## config.mk

```make
export PLATFORM = sky130hd
export DESIGN_NAME = pc_sequencer
export DESIGN_NICKNAME = d
export VERILOG_FILES = /design/src/rtl/pc_sequencer.sv
export SDC_FILE = /design/constraint.sdc
export NUM_CORES = 1
export LEC_CHECK = 0
export CAP_MARGIN = 25
export CORE_MARGIN = 10
export CORE_UTILIZATION = 28
export CTS_CLUSTER_DIAMETER = 50
export DETAILED_ROUTE_END_ITERATION = 6
export PLACE_DENSITY = 0.66
export SETUP_SLACK_MARGIN = 0.15
export SYNTH_ARGS = -nofsm -noshare
export SYNTH_HDL_FRONTEND = slang
export SYNTH_SLANG_ARGS = --single-unit
```

## constraint.sdc

```tcl
create_clock -name clk -period 4 [get_ports clk]
set_clock_uncertainty 0.15 [all_clocks]
set_input_delay 0.8 -clock clk [delete_from_list [all_inputs] [get_ports clk]]
set_output_delay 0.8 -clock clk [all_outputs]
set_load 0.05 [all_outputs]
```

## src/rtl/pc_sequencer.sv

```systemverilog
// Next-PC stage: owns PC, EPC/Cause trap state and the retire counter.
// Commits one instruction per cycle when pc_valid & imem_ready.
module pc_sequencer #(
  parameter logic [31:0] RESET_PC   = 32'h0000_0000,
  parameter logic [31:0] EXC_VECTOR = 32'h0000_0180
) (
  input  logic        clk,
  input  logic        rst_n,
  input  logic        imem_ready,
  input  logic        Branch,
  input  logic        Zero,
  input  logic        Jump,
  input  logic        Exception,
  input  logic        eret,
  input  logic [25:0] Inst_G,
  input  logic [31:0] Sign_Extended,
  output logic [31:0] PC,
  output logic [31:0] PC_4,
  output logic        pc_valid,
  output logic [31:0] EPC,
  output logic [1:0]  Cause,
  output logic        in_handler,
  output logic        halted,
  output logic [31:0] retired
);

  typedef enum logic [1:0] {
    IDLE,
    FETCH,
    TRAP,
    HALT
  } state_t;

  state_t      state;
  logic [31:0] jmp_target;
  logic [31:0] br_target;
  logic [31:0] target;
  logic        fault;
  logic [1:0]  trap_cause;

  assign PC_4       = PC + 32'd4;
  assign jmp_target = {PC_4[31:28], Inst_G, 2'b00};
  assign br_target  = PC_4 + {Sign_Extended[29:0], 2'b00};

  always_comb begin
    target = PC_4;
    if (eret)
      target = EPC;
    else if (Jump)
      target = jmp_target;
    else if (Branch & Zero)
      target = br_target;
  end

  // A misaligned target can only come from a corrupt EPC via eret.
  assign fault      = Exception | (target[1:0] != 2'b00);
  assign trap_cause = Exception ? 2'd1 : 2'd2;

  always_ff @(posedge clk or negedge rst_n) begin
    if (!rst_n) begin
      state      <= IDLE;
      PC         <= RESET_PC;
      EPC        <= 32'd0;
      Cause      <= 2'd0;
      retired    <= 32'd0;
      in_handler <= 1'b0;
      halted     <= 1'b0;
      pc_valid   <= 1'b0;
    end else begin
      unique case (state)
        IDLE: begin
          state    <= FETCH;
          pc_valid <= 1'b1;
        end
        FETCH: begin
          if (imem_ready) begin
            retired <= retired + 32'd1;
            if (fault) begin
              pc_valid <= 1'b0;
              if (in_handler) begin
                halted <= 1'b1;
                state  <= HALT;
              end else begin
                EPC        <= PC;
                Cause      <= trap_cause;
                in_handler <= 1'b1;
                PC         <= EXC_VECTOR;
                state      <= TRAP;
              end
            end else begin
              PC <= target;
              if (eret)
                in_handler <= 1'b0;
            end
          end
        end
        TRAP: begin
          state    <= FETCH;
          pc_valid <= 1'b1;
        end
        HALT: begin
          pc_valid <= 1'b0;
          halted   <= 1'b1;
        end
        default: begin
          state    <= IDLE;
          pc_valid <= 1'b0;
        end
      endcase
    end
  end

endmodule

```

## Yosys cells after proc, flatten, opt, wreduce, memory -nomap -nowiden

Index checks and enable logic that the tools add are counted.

- Flip-flop bits (word level): 103
- Bits of input ports: 66
- Output and inout bits: 133

- $add $sub $neg: 3
- Equal/unequal tests: 7
- Muxes and demuxes: 19
- Bitwise logic cells: 3
- Reductions and logical operators: 13

Operators with widths:

| kind | count |
|---|---|
| 32-bit 2-to-1 mux | 5 |
| 32-bit by 1-bit adder with 32-bit output (second input constant) | 1 |
| 32-bit by 3-bit adder with 32-bit output (second input constant) | 1 |
| 32-bit adder | 1 |
| 3-bit AND reduction | 3 |
| 1-bit 2-to-1 mux | 8 |
| 2-bit != test (second input constant) | 4 |
| 4-bit AND reduction | 2 |
| 2-bit nonzero test | 4 |
| 2-bit 2-to-1 mux | 3 |
| 2-bit == test (second input constant) | 2 |
| 2-bit case mux with 2 select lines | 1 |
| 2-bit AND reduction | 2 |
| 1-bit case mux with 3 select lines | 1 |
| 2-bit by 1-bit == test with 1-bit output (second input constant) | 1 |
| 2-bit logical NOT | 1 |
| 1-bit case mux with 2 select lines | 1 |
| 2-bit OR reduction | 1 |
| 1-bit AND | 1 |
| 1-bit inverter | 1 |
| 1-bit OR | 1 |

## Depth between registers and ports, before layout

- Depth after elaboration: 10
- Mapped depth: 18
- Mapped depth without buffers: 18

## Worst setup path before layout

Ideal clock, no wire load.

- Path type: register to register
- Start point: register PC[4]
- End point: register PC[31]
- Library setup time: 0.129 ns
- Arrival time: 5.055 ns
- Setup slack: -1.334 ns
- Stages on the path, launching flop included: 18
- Path buffers: 0
- Period minus slack after synthesis: 5.334 ns
- Path through: dfrtp_1 -> nand3_1 -> nor2_2 -> nand3_2 -> or4_4 -> inv_2 -> nand3_1 -> xnor2_1 -> ha_1 -> and4_1 -> a221o_1 -> o211ai_1 -> o211ai_1 -> a31oi_1 -> xnor2_1 -> mux2_2 -> o21ai_0 -> o21ai_0

- Word-level cells in the longest chain between the ends: 6

RTL lines:

| item | RTL line | text |
|---|---|---|
| from (decl) | 17 | `output logic [31:0] PC,` |
| from (signal assigned) | 91 | `PC <= target;` |
| 32-bit by 3-bit adder with 32-bit output | 41 | `assign PC_4 = PC + 32'd4;` |
| net PC_4[27] | 18 | `output logic [31:0] PC_4,` |
| 32-bit adder | 43 | `assign br_target = PC_4 + {Sign_Extended[29:0], 2'b00};` |
| 32-bit 2-to-1 mux | 51 | `else if (Branch & Zero)` |
| 32-bit 2-to-1 mux | 49 | `else if (Jump)` |
| 32-bit 2-to-1 mux | 47 | `if (eret)` |
| 32-bit 2-to-1 mux | 78 | `if (fault) begin` |

The timed path passes the listed nets, and every way through them passes these cells.
A chain may end at the register's enable or synchronous reset.

## Worst setup path after layout

- Start point: register PC[10]
- End point: register PC[31]

- Word-level cells in the longest chain between the ends: 6

RTL lines:

| item | RTL line |
|---|---|
| 32-bit by 3-bit adder with 32-bit output * | 41 |
| 32-bit adder | 43 |
| 32-bit 2-to-1 mux | 51 |
| 32-bit 2-to-1 mux * | 49 |
| 32-bit 2-to-1 mux * | 47 |
| 32-bit 2-to-1 mux * | 78 |

Every way passes the cells marked *; elsewhere a longest branch is shown, timed or not.

==> impl_metrics.toml <==
[clock_tree]
cts_sinks = 103
cts-root-buf = "clkbuf_16"
cts_max_level = 3
cts_buffers = 9
clk_pin_slew_ns = 0.08
clock_latency_ns = 0.36
cts_buffer_depth = 2
cts_tree = "yes"

[final_layout]
seq_area_um2 = 2600
layout-area-overhead-vs-synth_pct = 54.2
final_cells = 1376
nNetsFinal = 1151
fill_cells = 2379
design_area_um2 = 10700
multi_input_area_um2 = 4570
fin_util_pct = 43.9
final_common_cell = "clkdlybuf4s50_1"
drive_gt1_share_pct = 23.5
layout_common_cells = "clkdlybuf4s50_1 (183), buf_4 (114), dfrtp_1 (85), nand2_1 (77), o21ai_0 (59)"
diodes = 0

[floorplan]
die_x_um = 178
die_h_um = 178
io_pins = 199
start_util_pct = 28.5
rows = 57
core_um2 = 24400
die-area_um2 = 31500

[critical_path]
startpoint_type = "flop"
rr_endpoint = "PC[31]$_DFFE_PN0P_"
path_class = "flop to flop"
worstPathMaxFanout = 3
end_kind = "flop"
crit_required_ns = 4.09
r2r_cells = 17
cp.arrival_ns = 4.06
reg2reg_from = "PC[10]$_DFFE_PN0P_"
r2r_setup_slack_ns = 0.04

[synth]
ys_async_sr_fraction_pct = 100
ys.flop_type = "dfrtp_1"
synth_area_leaders = "dfrtp_1 (37%), ha_1 (6.7%), xnor2_1 (6.1%)"
ys_ff_latch = 103
yosys.area.top_type = "dfrtp_1"
synthDistinctLibCells = 69
synth_area_um2 = 6950
yosys_warnings = 0
synth_edf_count = 0
synth_top_family_by_area = "compound AO/OA/AOI/OAI gates"
ys_seq_area_share_pct = 37.1
syn_avg_cell_area_um2 = 9.05
synth-xor-area-share_pct = 10.1
synthCells = 768
yosysTopAreaCellShare_pct = 37.1
synth_mux_area_share_pct = 6.21
synth_nets = 872
synth_compound_area_share_pct = 20.0
synthAdderAreaFrac_pct = 6.95
yosys.area_share.simple_pct = 16.8

[route]
num_vias = 6960
first_iter_violations = 422
ant_nets = 0
routedWlPerCell_um = 19.6
drc = 0
firstDrtPassIters = 5
viasPerCell = 5.06
routed_wl_mm = 27.0

[place]
pre_cts_slack_ns = -0.0959
place_hpwl_mm = 21.5
placed_cell_area_um2 = 10100
port_buffers = 196
dp_cells = 1353
place.gp.congestion = 0.918

[global_routing]
grt_pass1_wl_mm = 40.7
antenna_found_initial = 0
grt_use_total_pct = 16.6
grt_pass1_vias = 7053
grt_max_degree = 54
grt_overflow = 0

[power]
ir_drop_v = 0.000330
power_mw = 6.67
power_leakage_nw = 4.61
p_per_area_nw_per_um2 = 622

[timing]
finalCritPeriodShare_pct = 99.0
tightest_slew_ns = 0.678
hold_viol = 0
slew_headroom_pct = 54.8
period_minus_slack_ns = 3.96
max_freq_mhz = 252
hold_slack_ns = 0.316
tns_ns = 0
rsz0062_at_grt = "true"
setup_viol = 0
slew_violations = 0
fin_ws_ns = 0.0394

[flow_run]
cap_violations = 0

[outcome]
outcome = "complete, no violations"

[worst_hold_path]
hp-class = "input pin to async pin"
[synthesized netlist by cell type, drive strengths merged (5+ instances only)]
cell	number
xnor2	48
clkbuf	28
inv	16
ha	37
a21oi	56
mux2	33
nor2b	9
a22oi	10
buf	5
o21ai	65
a222oi	5
a31oi	5
nand3	32
mux2i	6
nor2	59
nand2	79
a21o	10
and3	11
o211ai	11
xor2	32
dfrtp	103
and4	5
a211oi	9
nand4	14
nor3	15
[flip-flops by register name, indices dropped and copies added (netlist names)]
name        count
Cause           2
EPC            32
PC             32
halted          1
in_handler      1
pc_valid        1
retired        32
state           2
[cells by family after synthesis]
kind of cell               Yosys count
AOI/OAI and AO/OA                  212
xor gates and xnor gates            80
adders and majority gates           38
buffers and inverters               50
DFF                                103
muxes                               39
and+or+nand+nor                    246
[critical path, cell delays in order (launching register included)]
cell and delay (ns):
dfrtp_2 0.37, nand4_1 0.18, nor2_2 0.15, nand3_2 0.12
or4_4 0.47, inv_4 0.09, nand3_4 0.10, xnor2_4 0.23
ha_4 0.23, and4_4 0.16, a221o_1 0.31, o211ai_1 0.20
o211ai_1 0.14, a31oi_2 0.28, xnor2_2 0.17, mux2_4 0.32
o21ai_2 0.10, o21ai_1 0.07
[final cells by class]
cell class                 instances  area share (%)
clock buffer                      10            2.14
clock inverter                     6           0.724
sequential                       103            24.3
tap                              324            3.78
inverter                          17           0.619
timing repair buffer             301            25.8
multi-input combinational        615            42.6
[worst max-delay path by stage]
stage	startpoint	endpoint	slack, ns	cells after the start
after global placement	PC[3]$_DFFE_PN0P_	PC[31]$_DFFE_PN0P_	-0.04	17
after floorplan	PC[7]$_DFFE_PN0P_	PC[31]$_DFFE_PN0P_	-0.42	18
after global routing	PC[9]$_DFFE_PN0P_	PC[31]$_DFFE_PN0P_	-0.10	17
final	PC[10]$_DFFE_PN0P_	PC[31]$_DFFE_PN0P_	0.04	17
after detailed placement	PC[3]$_DFFE_PN0P_	PC[31]$_DFFE_PN0P_	-0.1	17
after CTS	PC[5]$_DFFE_PN0P_	PC[31]$_DFFE_PN0P_	0.03	17
[power breakdown]
group          switching (mW)  leakage, nW  internal, mW
Clock                   0.439        0.147         0.499
Combinational            2.59         3.11          1.67
Sequential              0.207         1.36          1.26
Total                    3.24         4.61          3.43
[per-layer routing]
layer | vias to the layer above | track usage (%) | routed length [µm]
met4 | 0 | 3.92 | 344
met1 | 3327 | 20.9 | 11600
met2 | 266 | 26.9 | 12500
li1 | 3343 | - | -
met5 | - | 0 | 0
met3 | 24 | 5.48 | 2530
[repair_timing]
item | 4_1_cts | 5_1_grt
endpoints found under the setup margin | 5 | 15
gates resized for setup | 8 | 34
pin swaps | 10 | 12
setup buffers | 4 | 2
hold buffers | 0 | 0
No activity file was read; power rests on OpenSTA's default activity.
